File: src/rtl/surf_cout_align_ctrl.sv
`default_nettype none
// ============================================================================
// Module   : surf_cout_align_ctrl
// Brief    : IDELAY eye sweep + bitslip training sequencer for the SURF COUT/DOUT
//            receive PHY. Optional macro SURF_ALIGN_EYE_MAP_EN adds eye_map_o.
// Revision : 1.0
// ============================================================================
module surf_cout_align_ctrl #(
    parameter logic [3:0] COUT_TRAIN    = 4'b1000,
    parameter logic [7:0] DOUT_TRAIN    = 8'hB8,
    parameter int         SETTLE_CYCLES = 16,
    parameter int         SAMPLES       = 256,
    parameter int         MAX_TAP       = 31,
    parameter int         MIN_EYE       = 4
) (
    input  logic        sysclk_i,
    input  logic        rst_n_i,
    input  logic        start_i,
    input  logic        target_i,
    input  logic [3:0]  cout_i,
    input  logic [7:0]  dout_i,
    input  logic [5:0]  idelay_current_i,
    input  logic [5:0]  idelay_dout_current_i,
    output logic        iserdes_rst_o,
    output logic        iserdes_bitslip_o,
    output logic        iserdes_dout_bitslip_o,
    output logic [5:0]  idelay_value_o,
    output logic        idelay_load_o,
    output logic        idelay_dout_load_o,
    output logic        busy_o,
    output logic        done_o,
    output logic        err_o,
    output logic [1:0]  err_code_o,
    output logic [4:0]  eye_start_o,
    output logic [5:0]  eye_width_o,
    output logic [31:0] eye_map_o
);

    localparam int          C_CNT_W       = 16;
    localparam logic [15:0] C_RST_LAST    = 16'd3;
    localparam logic [15:0] C_SETTLE_LAST = C_CNT_W'(SETTLE_CYCLES - 1);
    localparam logic [15:0] C_SAMPLE_LAST = C_CNT_W'(SAMPLES - 1);
    localparam logic [4:0]  C_MAX_TAP     = 5'(MAX_TAP);
    localparam logic [5:0]  C_MIN_EYE     = 6'(MIN_EYE);

    typedef enum logic [3:0] {
        S_IDLE    = 4'd0,
        S_RST     = 4'd1,
        S_LOAD    = 4'd2,
        S_SETTLE  = 4'd3,
        S_CHECK   = 4'd4,
        S_NEXT    = 4'd5,
        S_EVAL    = 4'd6,
        S_CLOAD   = 4'd7,
        S_CSETTLE = 4'd8,
        S_VERIFY  = 4'd9,
        S_SLIP    = 4'd10,
        S_SWAIT   = 4'd11,
        S_DONE    = 4'd12,
        S_ERR     = 4'd13
    } state_t;

    state_t      r_state;
    state_t      w_state_nxt;
    logic [15:0] r_cnt;
    logic [4:0]  r_tap;
    logic        r_target;
    logic [7:0]  r_first;
    logic        r_pass;
    logic [5:0]  r_cur_len;
    logic [4:0]  r_cur_start;
    logic [5:0]  r_best_len;
    logic [4:0]  r_best_start;
    logic [3:0]  r_slip_cnt;
    logic        r_done;
    logic        r_err;
    logic [1:0]  r_err_code;
    logic [4:0]  r_eye_start;
    logic [5:0]  r_eye_width;
    logic        r_bitslip_c;
    logic        r_bitslip_d;

    logic [7:0]  w_word;
    logic        w_rot_ok;
    logic        w_match;
    logic        w_pass;
    logic [5:0]  w_readback;
    logic        w_rb_ok;
    logic [3:0]  w_slip_max;
    logic [4:0]  w_centre;
    logic [5:0]  w_cur_len_nxt;
    logic [4:0]  w_cur_start_nxt;
    logic [1:0]  w_err_code;
    logic        w_load;

    // True when the word is any rotation of the lane's training pattern.
    function automatic logic is_rot4(input logic [3:0] w);
        logic [3:0] rot;
        logic       hit;
        rot = COUT_TRAIN;
        hit = 1'b0;
        for (int i = 0; i < 4; i++) begin
            hit = hit | (w == rot);
            rot = {rot[2:0], rot[3]};
        end
        return hit;
    endfunction

    function automatic logic is_rot8(input logic [7:0] w);
        logic [7:0] rot;
        logic       hit;
        rot = DOUT_TRAIN;
        hit = 1'b0;
        for (int i = 0; i < 8; i++) begin
            hit = hit | (w == rot);
            rot = {rot[6:0], rot[7]};
        end
        return hit;
    endfunction

    assign w_word       = r_target ? dout_i : {4'b0000, cout_i};
    assign w_rot_ok     = r_target ? is_rot8(dout_i) : is_rot4(cout_i);
    assign w_match      = r_target ? (dout_i == DOUT_TRAIN) : (cout_i == COUT_TRAIN);
    assign w_pass       = (r_cnt == 16'd0) ? w_rot_ok : (r_pass && (w_word == r_first));
    assign w_readback   = r_target ? idelay_dout_current_i : idelay_current_i;
    assign w_rb_ok      = (w_readback[5] == 1'b0) && (w_readback[4:0] == r_tap);
    assign w_slip_max   = r_target ? 4'd8 : 4'd4;
    assign w_centre     = r_best_start + r_best_len[5:1];
    assign w_cur_len_nxt   = w_pass ? (r_cur_len + 6'd1) : 6'd0;
    assign w_cur_start_nxt = (w_pass && (r_cur_len == 6'd0)) ? r_tap : r_cur_start;

    always_ff @(posedge sysclk_i or negedge rst_n_i) begin
        if (!rst_n_i) begin
            r_state <= S_IDLE;
        end else begin
            r_state <= w_state_nxt;
        end
    end

    always_comb begin
        w_state_nxt   = r_state;
        w_err_code    = 2'd0;
        w_load        = 1'b0;
        iserdes_rst_o = 1'b0;
        case (r_state)
            S_IDLE:    if (start_i) w_state_nxt = S_RST;
            S_RST: begin
                iserdes_rst_o = 1'b1;
                if (r_cnt == C_RST_LAST) w_state_nxt = S_LOAD;
            end
            S_LOAD: begin
                w_load      = 1'b1;
                w_state_nxt = S_SETTLE;
            end
            S_SETTLE:  if (r_cnt == C_SETTLE_LAST) w_state_nxt = S_CHECK;
            S_CHECK:   if (r_cnt == C_SAMPLE_LAST) w_state_nxt = S_NEXT;
            S_NEXT:    w_state_nxt = (r_tap == C_MAX_TAP) ? S_EVAL : S_LOAD;
            S_EVAL: begin
                if (r_best_len < C_MIN_EYE) begin
                    w_state_nxt = S_ERR;
                    w_err_code  = 2'd1;
                end else begin
                    w_state_nxt = S_CLOAD;
                end
            end
            S_CLOAD: begin
                w_load      = 1'b1;
                w_state_nxt = S_CSETTLE;
            end
            S_CSETTLE: if (r_cnt == C_SETTLE_LAST) w_state_nxt = S_VERIFY;
            S_VERIFY: begin
                if (w_rb_ok) begin
                    w_state_nxt = S_SLIP;
                end else begin
                    w_state_nxt = S_ERR;
                    w_err_code  = 2'd3;
                end
            end
            S_SLIP: begin
                if (w_match) begin
                    w_state_nxt = S_DONE;
                end else if (r_slip_cnt == w_slip_max) begin
                    w_state_nxt = S_ERR;
                    w_err_code  = 2'd2;
                end else begin
                    w_state_nxt = S_SWAIT;
                end
            end
            S_SWAIT:   if (r_cnt == C_SETTLE_LAST) w_state_nxt = S_SLIP;
            S_DONE:    w_state_nxt = S_IDLE;
            S_ERR:     w_state_nxt = S_IDLE;
            default:   w_state_nxt = S_IDLE;
        endcase
    end

    always_ff @(posedge sysclk_i or negedge rst_n_i) begin
        if (!rst_n_i) begin
            r_cnt        <= '0;
            r_tap        <= '0;
            r_target     <= 1'b0;
            r_first      <= '0;
            r_pass       <= 1'b0;
            r_cur_len    <= '0;
            r_cur_start  <= '0;
            r_best_len   <= '0;
            r_best_start <= '0;
            r_slip_cnt   <= '0;
            r_done       <= 1'b0;
            r_err        <= 1'b0;
            r_err_code   <= '0;
            r_eye_start  <= '0;
            r_eye_width  <= '0;
            r_bitslip_c  <= 1'b0;
            r_bitslip_d  <= 1'b0;
        end else begin
            // Every state's dwell is timed from zero on entry.
            r_cnt       <= (w_state_nxt != r_state) ? 16'd0 : (r_cnt + 16'd1);
            r_bitslip_c <= 1'b0;
            r_bitslip_d <= 1'b0;
            case (r_state)
                S_IDLE: begin
                    if (start_i) begin
                        r_target     <= target_i;
                        r_tap        <= '0;
                        r_done       <= 1'b0;
                        r_err        <= 1'b0;
                        r_err_code   <= '0;
                        r_eye_start  <= '0;
                        r_eye_width  <= '0;
                        r_cur_len    <= '0;
                        r_cur_start  <= '0;
                        r_best_len   <= '0;
                        r_best_start <= '0;
                        r_slip_cnt   <= '0;
                    end
                end
                S_CHECK: begin
                    if (r_cnt == 16'd0) r_first <= w_word;
                    r_pass <= w_pass;
                    if (r_cnt == C_SAMPLE_LAST) begin
                        r_cur_len   <= w_cur_len_nxt;
                        r_cur_start <= w_cur_start_nxt;
                        // Strict compare keeps the earliest of equal-width eyes.
                        if (w_cur_len_nxt > r_best_len) begin
                            r_best_len   <= w_cur_len_nxt;
                            r_best_start <= w_cur_start_nxt;
                        end
                    end
                end
                S_NEXT: begin
                    if (r_tap != C_MAX_TAP) r_tap <= r_tap + 5'd1;
                end
                S_EVAL: begin
                    r_eye_start <= r_best_start;
                    r_eye_width <= r_best_len;
                    if (r_best_len >= C_MIN_EYE) r_tap <= w_centre;
                end
                S_SLIP: begin
                    if (!w_match && (r_slip_cnt != w_slip_max)) begin
                        r_bitslip_c <= ~r_target;
                        r_bitslip_d <= r_target;
                        r_slip_cnt  <= r_slip_cnt + 4'd1;
                    end
                end
                default: ;
            endcase
            if ((w_state_nxt == S_DONE) && (r_state != S_DONE)) begin
                r_done <= 1'b1;
            end
            if ((w_state_nxt == S_ERR) && (r_state != S_ERR)) begin
                r_err      <= 1'b1;
                r_err_code <= w_err_code;
            end
        end
    end

`ifdef SURF_ALIGN_EYE_MAP_EN
    logic [31:0] r_eye_map;

    always_ff @(posedge sysclk_i or negedge rst_n_i) begin
        if (!rst_n_i) begin
            r_eye_map <= '0;
        end else if ((r_state == S_IDLE) && start_i) begin
            r_eye_map <= '0;
        end else if ((r_state == S_CHECK) && (r_cnt == C_SAMPLE_LAST)) begin
            r_eye_map[r_tap] <= w_pass;
        end
    end

    assign eye_map_o = r_eye_map;
`else
    assign eye_map_o = 32'd0;
`endif

    assign busy_o                 = (r_state != S_IDLE);
    assign done_o                 = r_done;
    assign err_o                  = r_err;
    assign err_code_o             = r_err_code;
    assign eye_start_o            = r_eye_start;
    assign eye_width_o            = r_eye_width;
    assign idelay_value_o         = {1'b0, r_tap};
    assign idelay_load_o          = w_load & ~r_target;
    assign idelay_dout_load_o     = w_load & r_target;
    assign iserdes_bitslip_o      = r_bitslip_c;
    assign iserdes_dout_bitslip_o = r_bitslip_d;

endmodule
`default_nettype wire

File: config.mk
export PLATFORM = sky130hd
export DESIGN_NAME = surf_cout_align_ctrl
export DESIGN_NICKNAME = d
export VERILOG_FILES = /design/src/rtl/surf_cout_align_ctrl.sv
export SDC_FILE = /design/constraint.sdc
export NUM_CORES = 1
export LEC_CHECK = 0
export ABC_AREA = 1
export CORE_MARGIN = 10
export CORE_UTILIZATION = 48
export CTS_CLUSTER_DIAMETER = 100
export DETAILED_ROUTE_END_ITERATION = 6
export PLACE_DENSITY = 0.82
export SLEW_MARGIN = 40
export SYNTH_ARGS = -nofsm -noshare
export SYNTH_HDL_FRONTEND = slang
export SYNTH_SLANG_ARGS = --single-unit
File: constraint.sdc
create_clock -name sysclk_i -period 8.1 [get_ports sysclk_i]
set_clock_uncertainty 0.05 [all_clocks]
set_input_delay 1.62 -clock sysclk_i [delete_from_list [all_inputs] [get_ports sysclk_i]]
set_output_delay 1.62 -clock sysclk_i [all_outputs]
set_load 0.01 [all_outputs]
==> summary.md, run 1 <==
| Metric | Value |
|---|---|
| DRC viols | 0 |
| Port Buf Inserts | 53 |
| Hold path cells | 2 |
| Synth unique cells | 44 |
| Mean Syn Cell Area | 7.37 um^2 |
| Share of cells above drive strength 1 | 0.0916 |
| RR Endpoint | r_best_len[3] |
| Worst EP required | 8.28 ns |
| Worst-Margin Slew | 0.724 ns |
| WL/cell | 14.1 um |
| Max Freq | 201 MHz |
| R2r setup slk | 4.19 ns |
| Final hold viol count | 0 |
| Sequential element share of the synthesized area | 0.362 |
| Core area | 10900 um^2 |
| Post-synth EDFFs | 0 |
| Relative max-transition margin | 0.518 |
| Layout filler cell count | 994 |
| Sequential cell area | 1950 um^2 |
| Hold endpoint | r_cur_start[1] |
| CTS root buffer | clkbuf_16 |
| Ys Warns | 0 |
| Die width | 126 um |
| Die ar. | 15900 um^2 |
| Die height | 126 um |
| Maxcap violations | 0 |
| Crit-path max cell delay | 0.48 ns |
| Worst setup SP type | input port |
| CP Buf/Inv Count | 2 |
| Row Count | 38 |
| Final WL | 13100 um |
| Clk buf depth | 2 |
| TritonCTS buffer count | 9 |
| RSZ-0062 raised after global routing | false |
| Placed cell count | 910 |
| Setup slack after layout | 3.14 ns |
| Hold path start | r_cur_start[1] |
| Vias in the first global route | 4551 |
| Post-route insts no fill | 926 |
| Hold WC Path Type | reg -> reg |
| Via count | 4677 |
| Clk sink count | 78 |
| ANT cells | 0 |
| Cells after Synth | 731 |
| CP max-delay cell | a21oi_2 |
| Kind of cell adding the most delay to the critical path | simple AND/OR/NAND/NOR gates |
| Antenna violations before repair | 0 |
| Yosys reg bits | 78 |
| Global route overflow | 0 |
| Post-cts gate resize count | 0 |
| Final Critical Period | 4.96 ns |
| Cts hold-fix bufs | 0 |
| H-tree levels | 3 |
| Post-route ant nets | 0 |
| Total Routing Usage GR | 0.163 |
| Initial Utilization | 0.493 |
| First-pass GRT wire length | 22000 um |
| Crit path kind | in -> reg |
| Vias/cell | 5.05 |
| Cells on worst reg2reg path | 17 |
| Initial DRC Count | 410 |
| Worst path most repeated cell | nor2_1 |
| Crit path capture type | register |
| Crit path arrival time | 5.15 ns |
| CP Max Fanout | 14 |
| Clk pin slew, worst setup/hold paths | 0.07 ns |
| Peak VDD IR | 0.0000844 V |
| Tcrit/Tclk final | 0.613 |
| # setup viols final | 0 |
| Place WS | 2.84 ns |
| Commonest cells after routing, fill and taps aside | nand2_1 (195), inv_1 (79), dfrtp_1 (77), nor2_1 (76), nand3_1 (65) |
| Max-slew violation count | 0 |
| Router iterations before antenna repair | 5 |
| Area grow syn2layout | 14.2% |
| Power density over the cells | 136 nW/um^2 |
| Ports | 87 |
| Post-CTS setup buffers | 0 |
| Async S/R FF share, synth | 1.00 |
| Final HPWL DP | 9920 um |
| Nets@finish | 828 |
| Area of the multi-input gates | 2860 um^2 |
| Worst-skew pair later-pin latency | 0.35 ns |
| CP Cell Sequence | clkdlybuf4s50_1 > nor2_1 > nand2_1 > nand3b_1 > o21ai_1 > nor2_1 > nand3_1 > nand2_4 > nor2_1 > ha_1 > nand2_1 > nor2_1 > o21ai_0 > o211ai_1 > nand3_1 > a21oi_2 > clkinv_1 > nand2_1 > o21ai_0 |
| Commonest non-fill, non-tap cell in the layout | nand2_1 |
| Post-synthesis instance area | 5390 um^2 |
| Largest net degree at the start of global routing | 79 |
| Most frequently used flop master after synthesis | dfrtp_1 |
| Lkg Pwr | 3.12 nW |
| CTS tree | yes |
| Outcome | completed |
| Placer Congestion | 0.911 |
| Post-route setup TNS | 0 ns |
| Worst R2R Start | r_target |
==> worst max-delay path by stage <==
stage	startpoint	end	slack [ns]	cells past startpoint
after global routing	dout_i[4]	r_best_start[1]	2.75	21
after global placement	dout_i[4]	r_best_len[3]	2.98	21
final	cout_i[1]	r_best_len[3]	3.14	19
after floorplan	cout_i[1]	r_best_len[4]	4.14	18
after CTS	dout_i[4]	r_best_len[3]	3.17	21
after detailed placement	dout_i[4]	r_best_len[3]	2.84	21
==> cell type report <==
| type | instances | area share |
|---|---|---|
| Multi-Input combinational cell | 550 | 0.466 |
| Sequential cell | 78 | 0.318 |
| Timing Repair Buffer | 53 | 0.0865 |
| Inverter | 89 | 0.0555 |
| Clock buffer | 9 | 0.0366 |
| Tap cell | 140 | 0.0285 |
| Clock inverter | 7 | 0.00977 |
==> power by group <==
group	internal (mW)	switching, mW	total, mW
Sequential	0.391	0.00151	0.393
Combinational	0.0188	0.0303	0.0491
Clock	0.214	0.179	0.392
Total	0.624	0.211	0.834
==> sequential cells by signal (all words and copies together), names as in the netlist, 2 cells and up <==
name	count
err_code_o	2
eye_start_o	5
eye_width_o	6
r_best_len	6
r_best_start	5
r_cnt	16
r_cur_len	6
r_cur_start	5
r_first	8
r_slip_cnt	4
r_state	4
r_tap	5
==> tightest hold or removal path: cells and delay by family, from the launching register on <==
family,cells,cell delay (ns)
flops,1,0.34
simple gates,2,0.11
==> synthesized netlist by cell type (5+ instances only) <==
cell / number / share of area
nor2_1: 76 / 0.053
inv_2: 6 / 0.0042
xor2_1: 16 / 0.026
inv_1: 79 / 0.055
a21oi_1: 20 / 0.019
o21ai_1: 6 / 0.0056
clkbuf_1: 6 / 0.0042
buf_4: 33 / 0.046
nand4_1: 17 / 0.020
buf_6: 5 / 0.010
nand3_1: 65 / 0.060
dfrtp_1: 78 / 0.36
nand2_1: 195 / 0.14
nor3_1: 8 / 0.0074
nor2_4: 17 / 0.036
ha_1: 18 / 0.042
o21ai_0: 34 / 0.032
nand2_4: 5 / 0.010
nand2_2: 7 / 0.0081
==> stage by stage <==
| stage | total power [mW] | hold slack, ns | area (um^2) | util |
|---|---|---|---|---|
| 2_1_floorplan | 0.434 | 0.399 | 5510 | - |
| 3_3_place_gp | 0.448 | 0.413 | 5860 | 0.536 |
| 3_5_place_dp | 0.449 | 0.421 | 5860 | 0.536 |
| 4_1_cts | 0.840 | 0.437 | 6150 | 0.562 |
| 5_1_grt | 0.860 | 0.450 | 6150 | 0.562 |
| 6_report | 0.834 | 0.432 | 6150 | 0.562 |
==> per-layer routing <==
metal | global-route usage | wire length (um) | vias up
met1 | 0.188 | 5240 | 2167
met4 | 0.0784 | 427 | 0
li1 | - | - | 2360
met3 | 0.0357 | 674 | 33
met5 | 0 | 0 | -
met2 | 0.282 | 6730 | 117
==> logic make-up after synthesis <==
kind of cell,share of synthesized area
other cells,0.000696
buf+inv,0.128
flops,0.362
xor+xnor,0.0276
compound gates,0.0715
simple gates,0.364
fa+ha+maj,0.0455
Note: power is estimated with default switching activity, not from simulation.
==> inputs of run 2 (changes only) <==
Clock period 8.1 ns to 5 ns, I/O delays scaled along.
==> summary.md, run 2 (same netlist as run 1, synthesis figures left out) <==
| Metric | Value |
|---|---|
| Outcome | completed |
| Setup slack after layout | 1.03 ns |
| Clock share of power | 0.503 |
| Max Freq | 252 MHz |
| Clk pin slew, worst setup/hold paths | 0.07 ns |
| Port Buf Inserts | 53 |
| Comb power frac | 0.055 |
| Lkg Pwr | 3.15 nW |
| Commonest cells after routing, fill and taps aside | nand2_1 (195), inv_1 (79), dfrtp_1 (77), nor2_1 (76), nand3_1 (65) |
| Max-slew violation count | 0 |
| Worst path most repeated cell | nor2_1 |
| Sequential cell area | 1950 um^2 |
| Initial DRC Count | 418 |
| Vias/cell | 5.06 |
| Tcrit/Tclk final | 0.794 |
| Router iterations before antenna repair | 5 |
| WL/cell | 13.9 um |
| Cts hold-fix bufs | 0 |
| Placer Congestion | 0.905 |
| Area grow syn2layout | 15.1% |
| Hold WC Path Type | reg -> reg |
| Crit path capture type | register |
| Global route overflow | 0 |
| Worst setup SP type | input port |
| DRC viols | 0 |
| Core Util, Final | 0.567 |
| Final HPWL DP | 9830 um |
| Crit path kind | in -> reg |
| Nets@finish | 829 |
| Final Critical Period | 3.97 ns |
| Post-cts gate resize count | 0 |
| Placed cell count | 911 |
| Vias in the first global route | 4437 |
| Internal power | 1.11 mW |
| Sequential share of power | 0.442 |
| CP Max Fanout | 14 |
| Post-route setup TNS | 0 ns |
| Via count | 4690 |
| Layout filler cell count | 1000 |
| Die width | 126 um |
| First-pass GRT wire length | 21400 um |
| H-tree levels | 3 |
| Antenna violations before repair | 0 |
| Maxcap violations | 0 |
| Worst-Margin Slew | 0.709 ns |
| Post-route ant nets | 0 |
| Area of the multi-input gates | 2860 um^2 |
| Core area | 10900 um^2 |
| Net load switching power | 0.334 mW |
| Worst-skew pair later-pin latency | 0.34 ns |
| Peak VDD IR | 0.000202 V |
| Die ar. | 15900 um^2 |
| Post-CTS setup buffers | 0 |
| Final hold viol count | 0 |
| Design area | 6200 um^2 |
| Post-route insts no fill | 927 |
| Worst EP required | 5.18 ns |
| Clk buf depth | 2 |
| Final WL | 12900 um |
| CTS root buffer | clkbuf_16 |
| Switching portion of total power | 0.232 |
| Worst Hold Margin | 0.430 ns |
| Share of cells above drive strength 1 | 0.0928 |
| Placed Area | 5870 um^2 |
| Total Routing Usage GR | 0.160 |
| Relative max-transition margin | 0.527 |
| Place WS | 0.702 ns |
| Ports | 87 |
| Crit path arrival time | 4.15 ns |
| Clk sink count | 78 |
| Largest reg by FF count | r_cnt |
| Power density over the cells | 233 nW/um^2 |
| TritonCTS buffer count | 9 |
| CP max-delay cell | clkdlybuf4s50_1 |
| # setup viols final | 0 |
| Commonest non-fill, non-tap cell in the layout | nand2_1 |
| ANT cells | 0 |
| Max reg flops | 16 |
| CP Cell Sequence | clkdlybuf4s50_1 > nor2_1 > nand2_1 > nor2_1 > nor2_1 > nand3_1 > nand2_1 > nand3_1 > nand2_4 > nor2_1 > ha_1 > nand2_1 > nor2_1 > o21ai_0 > o211ai_1 > nand3_1 > a21oi_2 > buf_4 > clkinv_1 > nand2_1 > o21ai_1 |
| Initial Utilization | 0.493 |
| Die height | 126 um |
| Largest regs | r_cnt x16, r_first x8 |
| Crit-path max cell delay | 0.58 ns |
| Row Count | 38 |
| Largest net degree at the start of global routing | 79 |
| CTS tree | yes |
| RSZ-0062 raised after global routing | false |
| Final Power | 1.44 mW |
run 2: cell types whose count changed in the layout (fill, tap and decap cells not counted), sizes merged:
cell	change
inv	-2
buf	+1
bufinv	+2
run 2: power groups by stage:
stage / Clock (mW) / Combinational (mW) / Sequential (mW)
after global routing: 0.756 / 0.0907 / 0.637
after global placement: 0 / 0.0780 / 0.648
after floorplan: 0 / 0.0552 / 0.648
after detailed placement: 0 / 0.0790 / 0.648
after CTS: 0.730 / 0.0790 / 0.637
final: 0.726 / 0.0795 / 0.637
run 2: area by class of cell:
class,instances,share of cell area
clock inverter,7,0.0165
timing repair buffer,54,0.0870
tap,140,0.0283
inverter,89,0.0551
clock buffer,9,0.0363
multi-input combinational,550,0.462
sequential,78,0.315
run 2: final timing paths:
| check | startpoint | to | slack (ns) | cells after the start |
|---|---|---|---|---|
| max in group asynchronous | rst_n_i | r_target | 3.74 | 1 |
| setup reg to reg | r_target | r_best_len[5] | 1.48 | 18 |
| hold reg to reg | r_cur_start[4] | r_cur_start[4] | 0.43 | 2 |
| hold / removal | r_cur_start[4] | r_cur_start[4] | 0.43 | 2 |
| setup / recovery | dout_i[4] | r_best_len[5] | 1.03 | 21 |
| min in group asynchronous | rst_n_i | r_tap[1] | 0.63 | 1 |
run 2: worst max-delay path: cells and delay by family:
kind	cells	cell delay (ns)
compound gates	4	0.43
fa+ha+maj	1	0.30
buf+inv	3	0.99
simple gates	13	1.42
run 2: routing by layer:
metal	wire [um]	vias to the layer above	share of wire	GRT usage
met5	0	-	0	0
met4	253	0	0.020	0.0536
met3	525	18	0.041	0.0323
met2	6660	99	0.52	0.284
met1	5410	2200	0.42	0.187
li1	-	2373	-	-
